File: config.mk
export PLATFORM = sky130hd
export DESIGN_NAME = regfile_write_arbiter
export DESIGN_NICKNAME = d
export VERILOG_FILES = /design/src/rtl/regfile_pkg.sv /design/src/rtl/wb_fifo.sv /design/src/rtl/regfile_write_arbiter.sv
export SDC_FILE = /design/constraint.sdc
export NUM_CORES = 1
export LEC_CHECK = 0
export BUFFER_PORTS_ARGS = -buffer_cell sky130_fd_sc_hd__buf_2
export CORE_ASPECT_RATIO = 1.2
export CORE_MARGIN = 5
export CORE_UTILIZATION = 30
export DETAILED_ROUTE_END_ITERATION = 8
export SYNTH_ARGS = -nofsm -noshare
export SYNTH_HDL_FRONTEND = slang
export SYNTH_SLANG_ARGS = --single-unit
File: constraint.sdc
create_clock -name clock -period 2.1 [get_ports clock]
set_input_delay 0.42 -clock clock [delete_from_list [all_inputs] [get_ports clock]]
set_output_delay 0.42 -clock clock [all_outputs]
set_load 0.01 [all_outputs]
File: src/rtl/regfile_pkg.sv
// Shared types for the register-file writeback path.
// Used by wb_fifo and regfile_write_arbiter.
package regfile_pkg;

  localparam int NUM_REGS = 32;

  typedef logic [4:0]  reg_addr_t;
  typedef logic [31:0] word_t;

  typedef struct packed {
    reg_addr_t address;
    word_t     data;
  } wb_req_t;

  typedef enum logic {
    REQ_A,
    REQ_B
  } requester_e;

  function automatic logic [NUM_REGS-1:0] reg_onehot(
    input reg_addr_t a
  );
    logic [NUM_REGS-1:0] m;
    m    = '0;
    m[a] = 1'b1;
    return m;
  endfunction

endpackage

File: src/rtl/wb_fifo.sv
// Small writeback request FIFO with per-slot visibility
// so the owner can build a pending-register mask.
module wb_fifo
  import regfile_pkg::*;
#(
  parameter int DEPTH = 2
) (
  input  logic             clk,
  input  logic             rst_n,
  input  logic             push,
  input  wb_req_t          push_data,
  input  logic             pop,
  output logic             full,
  output logic             empty,
  output wb_req_t          head,
  output wb_req_t          entries [DEPTH],
  output logic [DEPTH-1:0] entry_valid
);

  localparam int PW = $clog2(DEPTH);

  logic [PW:0]      wr_ptr;
  logic [PW:0]      rd_ptr;
  wb_req_t          mem [DEPTH];
  logic [DEPTH-1:0] vld;
  logic             do_push;
  logic             do_pop;

  assign empty = (wr_ptr == rd_ptr);
  assign full  = (wr_ptr[PW] != rd_ptr[PW]) &&
                 (wr_ptr[PW-1:0] == rd_ptr[PW-1:0]);

  assign do_push = push && !full;
  assign do_pop  = pop && !empty;

  assign head        = mem[rd_ptr[PW-1:0]];
  assign entries     = mem;
  assign entry_valid = vld;

  // Pointers, storage and slot-valid bits.
  always_ff @(posedge clk or negedge rst_n) begin
    if (!rst_n) begin
      wr_ptr <= '0;
      rd_ptr <= '0;
      vld    <= '0;
      for (int i = 0; i < DEPTH; i++) begin
        mem[i] <= '0;
      end
    end else begin
      if (do_pop) begin
        rd_ptr                <= rd_ptr + 1'b1;
        vld[rd_ptr[PW-1:0]]   <= 1'b0;
      end
      if (do_push) begin
        wr_ptr                <= wr_ptr + 1'b1;
        mem[wr_ptr[PW-1:0]]   <= push_data;
        vld[wr_ptr[PW-1:0]]   <= 1'b1;
      end
    end
  end

endmodule

File: src/rtl/regfile_write_arbiter.sv
// Arbitrates ALU (A) and load (B) writebacks onto one RF write port.
// Define REGFILE_ARB_ROUND_ROBIN_EN for round-robin, else B wins.
module regfile_write_arbiter
  import regfile_pkg::*;
#(
  parameter int DEPTH  = 2,
  parameter int ADDR_W = 5,
  parameter int DATA_W = 32
) (
  input  logic              clock,
  input  logic              n_reset,
  input  logic              a_valid,
  output logic              a_ready,
  input  logic [ADDR_W-1:0] a_address,
  input  logic [DATA_W-1:0] a_data,
  input  logic              b_valid,
  output logic              b_ready,
  input  logic [ADDR_W-1:0] b_address,
  input  logic [DATA_W-1:0] b_data,
  output logic [ADDR_W-1:0] rd_address,
  output logic              rd_write_enable,
  output logic [DATA_W-1:0] rd_write_data,
  output logic [31:0]       pending_mask,
  output logic              idle
);

  wb_req_t          a_req;
  wb_req_t          b_req;
  logic             a_full;
  logic             a_empty;
  logic             b_full;
  logic             b_empty;
  wb_req_t          a_head;
  wb_req_t          b_head;
  wb_req_t          a_ent [DEPTH];
  wb_req_t          b_ent [DEPTH];
  logic [DEPTH-1:0] a_ev;
  logic [DEPTH-1:0] b_ev;
  logic             a_push;
  logic             b_push;
  logic             pop_a;
  logic             pop_b;
  logic             contended;
  wb_req_t          grant_req;
  wb_req_t          out_q;
  logic             we_q;

  assign a_req = '{address: reg_addr_t'(a_address),
                   data:    word_t'(a_data)};
  assign b_req = '{address: reg_addr_t'(b_address),
                   data:    word_t'(b_data)};

  assign a_ready = !a_full;
  assign b_ready = !b_full;

  // x0 writes complete the handshake but are never queued.
  assign a_push = a_valid && !a_full && (a_req.address != '0);
  assign b_push = b_valid && !b_full && (b_req.address != '0);

  wb_fifo #(.DEPTH(DEPTH)) u_fifo_a (
    .clk        (clock),
    .rst_n      (n_reset),
    .push       (a_push),
    .push_data  (a_req),
    .pop        (pop_a),
    .full       (a_full),
    .empty      (a_empty),
    .head       (a_head),
    .entries    (a_ent),
    .entry_valid(a_ev)
  );

  wb_fifo #(.DEPTH(DEPTH)) u_fifo_b (
    .clk        (clock),
    .rst_n      (n_reset),
    .push       (b_push),
    .push_data  (b_req),
    .pop        (pop_b),
    .full       (b_full),
    .empty      (b_empty),
    .head       (b_head),
    .entries    (b_ent),
    .entry_valid(b_ev)
  );

  assign contended = !a_empty && !b_empty;

`ifdef REGFILE_ARB_ROUND_ROBIN_EN
  requester_e rr_q;

  // Priority pointer flips only after a contended grant.
  always_ff @(posedge clock or negedge n_reset) begin
    if (!n_reset) begin
      rr_q <= REQ_A;
    end else if (contended) begin
      rr_q <= (rr_q == REQ_A) ? REQ_B : REQ_A;
    end
  end
`endif

  // Pick at most one non-empty head per cycle.
  always_comb begin
    pop_a = 1'b0;
    pop_b = 1'b0;
    unique case (1'b1)
      (a_empty && b_empty): begin
      end
      (!a_empty && b_empty): pop_a = 1'b1;
      (a_empty && !b_empty): pop_b = 1'b1;
      contended: begin
`ifdef REGFILE_ARB_ROUND_ROBIN_EN
        pop_a = (rr_q == REQ_A);
        pop_b = (rr_q == REQ_B);
`else
        pop_b = 1'b1;
`endif
      end
    endcase
  end

  assign grant_req = pop_b ? b_head : a_head;

  // Registered write port: one cycle of enable per pop.
  always_ff @(posedge clock or negedge n_reset) begin
    if (!n_reset) begin
      we_q  <= 1'b0;
      out_q <= '0;
    end else begin
      we_q <= pop_a || pop_b;
      if (pop_a || pop_b) begin
        out_q <= grant_req;
      end
    end
  end

  assign rd_write_enable = we_q;
  assign rd_address      = ADDR_W'(out_q.address);
  assign rd_write_data   = DATA_W'(out_q.data);

  // Every accepted but unretired destination register.
  always_comb begin
    pending_mask = we_q ? reg_onehot(out_q.address) : '0;
    for (int i = 0; i < DEPTH; i++) begin
      if (a_ev[i]) pending_mask |= reg_onehot(a_ent[i].address);
      if (b_ev[i]) pending_mask |= reg_onehot(b_ent[i].address);
    end
  end

  assign idle = a_empty && b_empty && !we_q;

`ifndef SYNTHESIS
  a_no_hazard: assert property (
    @(posedge clock) disable iff (!n_reset)
    !(a_push && pending_mask[a_req.address]));

  b_no_hazard: assert property (
    @(posedge clock) disable iff (!n_reset)
    !(b_push && pending_mask[b_req.address]));

  ab_no_clash: assert property (
    @(posedge clock) disable iff (!n_reset)
    !(a_push && b_push && a_req.address == b_req.address));
`endif

endmodule

Word level (Yosys, flattened, before mapping) --
Cells that the tools add are included.
Operators by class: add/sub/neg operators 4, $lt $le $gt $ge 24, equality and inequality tests 6, multiplexer cells 42, bitwise logic cells 14, reduce and logical (&&, ||, !) cells 35
Operators by type and width (number):
- $mux W37 | 9
- $mux W32 | 5
- $bwmux W74 | 2
- $or A32 B32 Y32 | 4
- $demux W37 S1 | 2
- $lt A5 B6 Y1 const B | 5
- $logic_and A1 B1 Y1 | 26
- $demux W1 S5 | 5
- $ge A5 B1 Y1 const B | 5
- $mux W1 | 11
- $reduce_bool A5 Y1 | 2
- $add A2 B1 Y2 const B | 4
- $ge A2 B2 Y1 const B | 4
- $lt A1 B2 Y1 const B | 4
- $mux W2 | 4
- $not A1 Y2 | 4
- $logic_not A1 Y1 | 5
- $and A2 B2 Y2 | 2
- $demux W1 S1 | 4
- $eq A2 B2 Y1 | 2
- $ge A1 B1 Y1 const B | 4
- $lt A2 B1 Y1 const B | 2
- $not A2 Y2 | 2
- $or A2 B2 Y2 | 2
- other kinds (4) | 6
Storage, ports and cells: register bits after elaboration 198, input port bits 78, word-level logic and storage cells 142

Logic depth before layout (Yosys ltp) --
depth in word-level cells 13, depth in mapped cells 8, depth with buffers taken out 5

Modules after synthesis --
A second synthesis with hierarchy kept.
Second synthesis, totals: cells, all modules 862, area, all modules 10617.7 µm²
Modules (own cells, without submodules):
- wb_fifo | times used 2, cells each 236, area each 3719.8 µm², sequential area each 2001.9 µm²
- regfile_write_arbiter | times used 1, cells each 390, area each 3178.0 µm², sequential area each 950.9 µm²

Worst setup path before layout --
No wires, ideal clock.
kind input-to-reg, start point input port a_address[3], end point register u_fifo_a.mem (netlist bit u_fifo_a.entries[10]), library setup time 125 ps, arrival time 1860 ps, slack 115 ps, cell stages on the path 6, path through or4_1 > o21a_1 > nand3_1 > buf_6 > buf_6 > mux2_2
Between the ends: longest elaborated chain between the ends 3
RTL lines:
- start, declared | line regfile_write_arbiter.sv:14 | input logic [ADDR_W-1:0] a_address,
- $reduce_bool A5 Y1 | line regfile_write_arbiter.sv:57 | assign a_push = a_valid && !a_full && (a_req.address != '0);
- $logic_and A1 B1 Y1 | line regfile_write_arbiter.sv:57
- $logic_and A1 B1 Y1 | line wb_fifo.sv:33 | assign do_push = push && !full;
- end signal, assigned by index | line wb_fifo.sv:56 | mem[wr_ptr[PW-1:0]] <= push_data;
- end, declared | line wb_fifo.sv:24 | wb_req_t mem [DEPTH];
No other way between the ends. A chain may end at the register's enable or synchronous reset.

Final worst setup path --
start point register u_fifo_a.mem (netlist bit u_fifo_a.entries[72]), end point output port pending_mask[12]
Between the ends: longest elaborated chain between the ends 12, elaborated cells on any way between the ends 13
RTL lines:
- $lt A5 B6 Y1 (not written as such) or $ge A5 B1 Y1 (tied branches) | line regfile_pkg.sv:25 | m[a] = 1'b1;
- $logic_and A1 B1 Y1 (not written as such) | line regfile_pkg.sv:25
- $mux W1 (not written as such) | line regfile_pkg.sv:25
- $demux W1 S5 * | line regfile_pkg.sv:25
- $or A32 B32 Y32 * | line regfile_write_arbiter.sv:144 | if (a_ev[i]) pending_mask |= reg_onehot(a_ent[i].address);
- $mux W32 * | line regfile_write_arbiter.sv:144
- $or A32 B32 Y32 | line regfile_write_arbiter.sv:145 | if (b_ev[i]) pending_mask |= reg_onehot(b_ent[i].address);
- $mux W32 * | line regfile_write_arbiter.sv:145
- $or A32 B32 Y32 | line regfile_write_arbiter.sv:144
- $mux W32 * | line regfile_write_arbiter.sv:144
- $or A32 B32 Y32 | line regfile_write_arbiter.sv:145
- $mux W32 * | line regfile_write_arbiter.sv:145
- end, declared | line regfile_write_arbiter.sv:23 | output logic [31:0] pending_mask,
Mark *: on every way between the ends. The rest lies on a longest branch, timed or not.

==> results.txt <==
- Result of the run: complete, but fails checks
- Violated checks: setup timing
- Post-Synthesis Cells: between 900 and 1000
* Final antenna-violating net count: 0
- Final standard cell area without fillers: approximately 14000 µm²
- Count of state elements after synthesis: 198
* CP required: ~1.7 ns
* Commonest register cell after synthesis: dfrtp_1
* Area leader, netlist: dfrtp_1
- Post-synth net total: just under 1000
- Worst Skew: 0.0167 ns
- Counting stages on the worst path, the most repeated cell is nor3_1.
- Number of synthesis warnings: 0
- Congestion Overflow GR: 0
* Highest-delay cell along the critical path: dfrtp_1
- The cell sitting at the root of the clock tree is a clkbuf_16.
- Share of final-layout standard cells stronger than drive strength 1: between 50% and 60%
- Measured against its own limit, the worst slew margin works out to roughly 60%.
- Setup repair after global routing could not meet its margin everywhere.
- Total track usage: 16.9%
- The initial utilization of the core area, before any placement, comes to between 30% and 40%.
- Timing would allow up to roughly 430 MHz.
* Fill cell instance count of the final layout: ~3300
- Mapped Avg Cell Area: around 11 µm²
- Fraction of post-synthesis cell area in the top cell type by area: between 40% and 50%
* Antenna cell count: 0
* Fin Hold WS: roughly 0.23 ns
- For this block, the routed nets add up to 32700 µm of wire.
- Clock insertion delay at the later pin of the skew report: ~0.42 ns
* Number of remaining DRC errors: 0
- Setup slack on the critical path of the routed design comes to -0.224 ns.
- In this run, CTS created clock tree buffers numbering 17.
* Drt first pass iters: 5
- Final total power: about 25 mW
- The routed layout has 8251 vias.
* Cell class contributing the biggest share of worst-path delay: simple AND/OR/NAND/NOR gates
* CP max FO: 6
- Clock tree from TritonCTS: done
* Layout area overhead: 35.1%
- Dividing the detail-routed via count by the number of cells gives ~5.
- The cell area that synthesis handed to floorplanning was slightly above 10000 µm².
- Number of failing hold endpoints at the final stage: 0
* CTS H-tree depth: 4
* Full die area: 38200 µm²
* Number of endpoints failing setup at the final stage: 32
- Final standard cell utilization of the core: between 40% and 50%
* Sink count of the clock tree: between 150 and 200
* Wirelength per Cell: between 20 and 25 µm
- Biggest area contributors in the synthesized netlist: dfrtp_1 48%, mux2_2 15%, mux2_4 5.7%
- The critical path goes through buf_6 > nand4b_1 > nor3_1 > nor3_1 > o221ai_1 > buf_2.
- The total count of max-transition violations in the final report is 0.
- Once placement finished, the instance area stood at 12000 µm².
- Total leakage power: ~6.1 nW
* Count of flip-flops with a built-in enable after synthesis: 0
- Number of global-route vias before repair: 8479
* Net count, final: roughly 1200
- Dividing the final minimum period by the clock period gives 111%.
- The largest single stage delay on the critical path is around 0.42 ns.
* Setup slack after placement: -0.0759 ns
- The first global-routing pass estimated 49800 µm of wire.
- Number of distinct library cell variants in the gate-level netlist after synthesis: 42
- Count of port buffers added during placement: 150
- After synthesis, flip-flops and latches occupy between 40% and 50% of the total area.
- Fraction of synthesis flops using an asynchronous set or reset pin: between 90% and 100%
* Slew @ Worst Pin: 0.600 ns
* Number of buffers on the longest clock path: 2
* Number of placed I/O pins: 151
- Path category of the worst min-delay check: input port to flop
* DRT iter0 DRCs: approximately 470
* RD Place Congestion: approximately 0.91
* Minimum clock period: 2.32 ns
- Pin count of the biggest net entering global routing: 78
- Overall die height: ~210 µm
- Critical path class: flop to output pin
* Buffers & Inverters on Critical Path: 2
- STA puts the critical path data arrival time at ~1.9 ns.
* Peak VDD IR: 0.000951 V
- Core Rows: between 70 and 80
* Overall die width: 179 µm
* Startpoint class of the critical path: flop
- Reported max-cap violation count: 0
- Sort of element at the end of the critical path: output pin
* HPWL reported at the end of detailed placement: 23900 µm
- Post-CTS clock slew at the launch and capture registers of the worst setup and hold paths: about 0.080 ns
- In this run the power density over the cells is 1820 nW/µm².
* Number of antenna violations at the first check in global routing: 5
- The total area inside the core boundary comes to ~34000 µm².
Yosys cell counts (all sizes together) (8+ instances only):
| library cell | n |
|---|---|
| o21ai | 117 |
| a32oi | 8 |
| nand2 | 69 |
| nand2b | 17 |
| nor2 | 37 |
| clkbuf | 48 |
| buf | 22 |
| dfrtp | 198 |
| nor3 | 28 |
| xnor2 | 9 |
| nor3b | 10 |
| nor2b | 10 |
| mux2 | 185 |
| mux2i | 37 |
| o221ai | 16 |
| a22oi | 24 |
| nand4b | 15 |
| o22ai | 12 |
| nand3 | 23 |
placed cells by master, fill, tap and decap left out, drive strengths merged, types with 2 or more instances in the layout:
master	netlist	routed
nor2	37	37
nand4b	15	15
or4	2	2
or2	2	2
o21a	2	2
xor2	4	4
and2	2	2
nor2b	10	10
mux2i	37	37
a32oi	8	8
nand2	69	69
nor3	28	28
nand4	5	5
nand2b	17	17
inv	5	13
o22ai	12	12
o21ai	117	117
nor3b	10	10
xnor2	9	9
clkinv	0	4
dfrtp	198	198
buf	22	286
nand3	23	23
clkbuf	48	20
a31oi	2	2
mux2	185	185
a22oi	24	24
o221ai	16	16
repair_timing:
item,CTS,global route
gates resized for setup,98,102
setup endpoints to repair,33,76
buffers inserted,36,34
hold buffers,1,0
endpoints found under the hold margin,41,0
pin swaps,45,35
layer usage:
layer / GRT usage (%) / up-vias / wire length (µm) / share of wire, %
li1: - / 3805 / - / -
met1: 20.3 / 4145 / 13100 / 40
met2: 30.1 / 245 / 16700 / 51
met3: 4.75 / 48 / 2230 / 6.8
met4: 3.57 / 8 / 634 / 1.9
met5: 0 / - / 55 / 0.17
sequential cells by signal (all words and copies together) (netlist names):
| register | cells |
|---|---|
| rd_address | 5 |
| rd_write_data | 32 |
| rd_write_enable | 1 |
| u_fifo_a.entries | 74 |
| u_fifo_a.entry_valid | 2 |
| u_fifo_a.rd_ptr | 2 |
| u_fifo_a.wr_ptr | 2 |
| u_fifo_b.entries | 74 |
| u_fifo_b.entry_valid | 2 |
| u_fifo_b.rd_ptr | 2 |
| u_fifo_b.wr_ptr | 2 |
final timing paths:
kind | from | to | slack (ns) | depth (start not counted)
max | u_fifo_a.entries[72] | pending_mask[12] | -0.22 | 6
min | b_data[5] | u_fifo_b.entries[5] | 0.23 | 2
max reg2reg | u_fifo_b.wr_ptr[1] | u_fifo_b.entries[21] | 0.07 | 6
min reg2reg | u_fifo_a.entries[63] | u_fifo_a.entries[63] | 0.49 | 1
max in group asynchronous | n_reset | u_fifo_a.entries[35] | 0.93 | 3
min in group asynchronous | n_reset | u_fifo_a.entries[42] | 0.51 | 2
cells by family after synthesis:
kind of cell	share of synthesized area (%)
muxes	25.2
and+or+nand+nor	10.8
DFF	48.1
AOI/OAI and AO/OA	10.8
buffers and inverters	3.86
xor gates and xnor gates	1.25
layout make-up:
cell class | instances | area (µm²) | share of cell area (%)
Inverter | 5 | 18.8 | 0.135
Clock inverter | 14 | 159 | 1.14
Multi-Input combinational cell | 640 | 5630 | 40.4
Clock buffer | 18 | 439 | 3.15
Timing Repair Buffer | 289 | 2120 | 15.2
Sequential cell | 198 | 4990 | 35.8
Tap cell | 456 | 571 | 4.10
metrics by stage:
step	instances	TNS, ns
floorplan	913	0
global placement	1523	-1.72
detailed placement	1523	-1.75
CTS	1590	-3.11
global route	1620	-5.30
finish	1620	-2.86
power breakdown:
group | switching, mW | total, mW | internal, mW
sequential | 1.57 | 7.50 | 5.93
clock | 1.55 | 3.28 | 1.74
combinational | 7.45 | 14.6 | 7.11
Note: power is estimated with default switching activity, not from simulation.
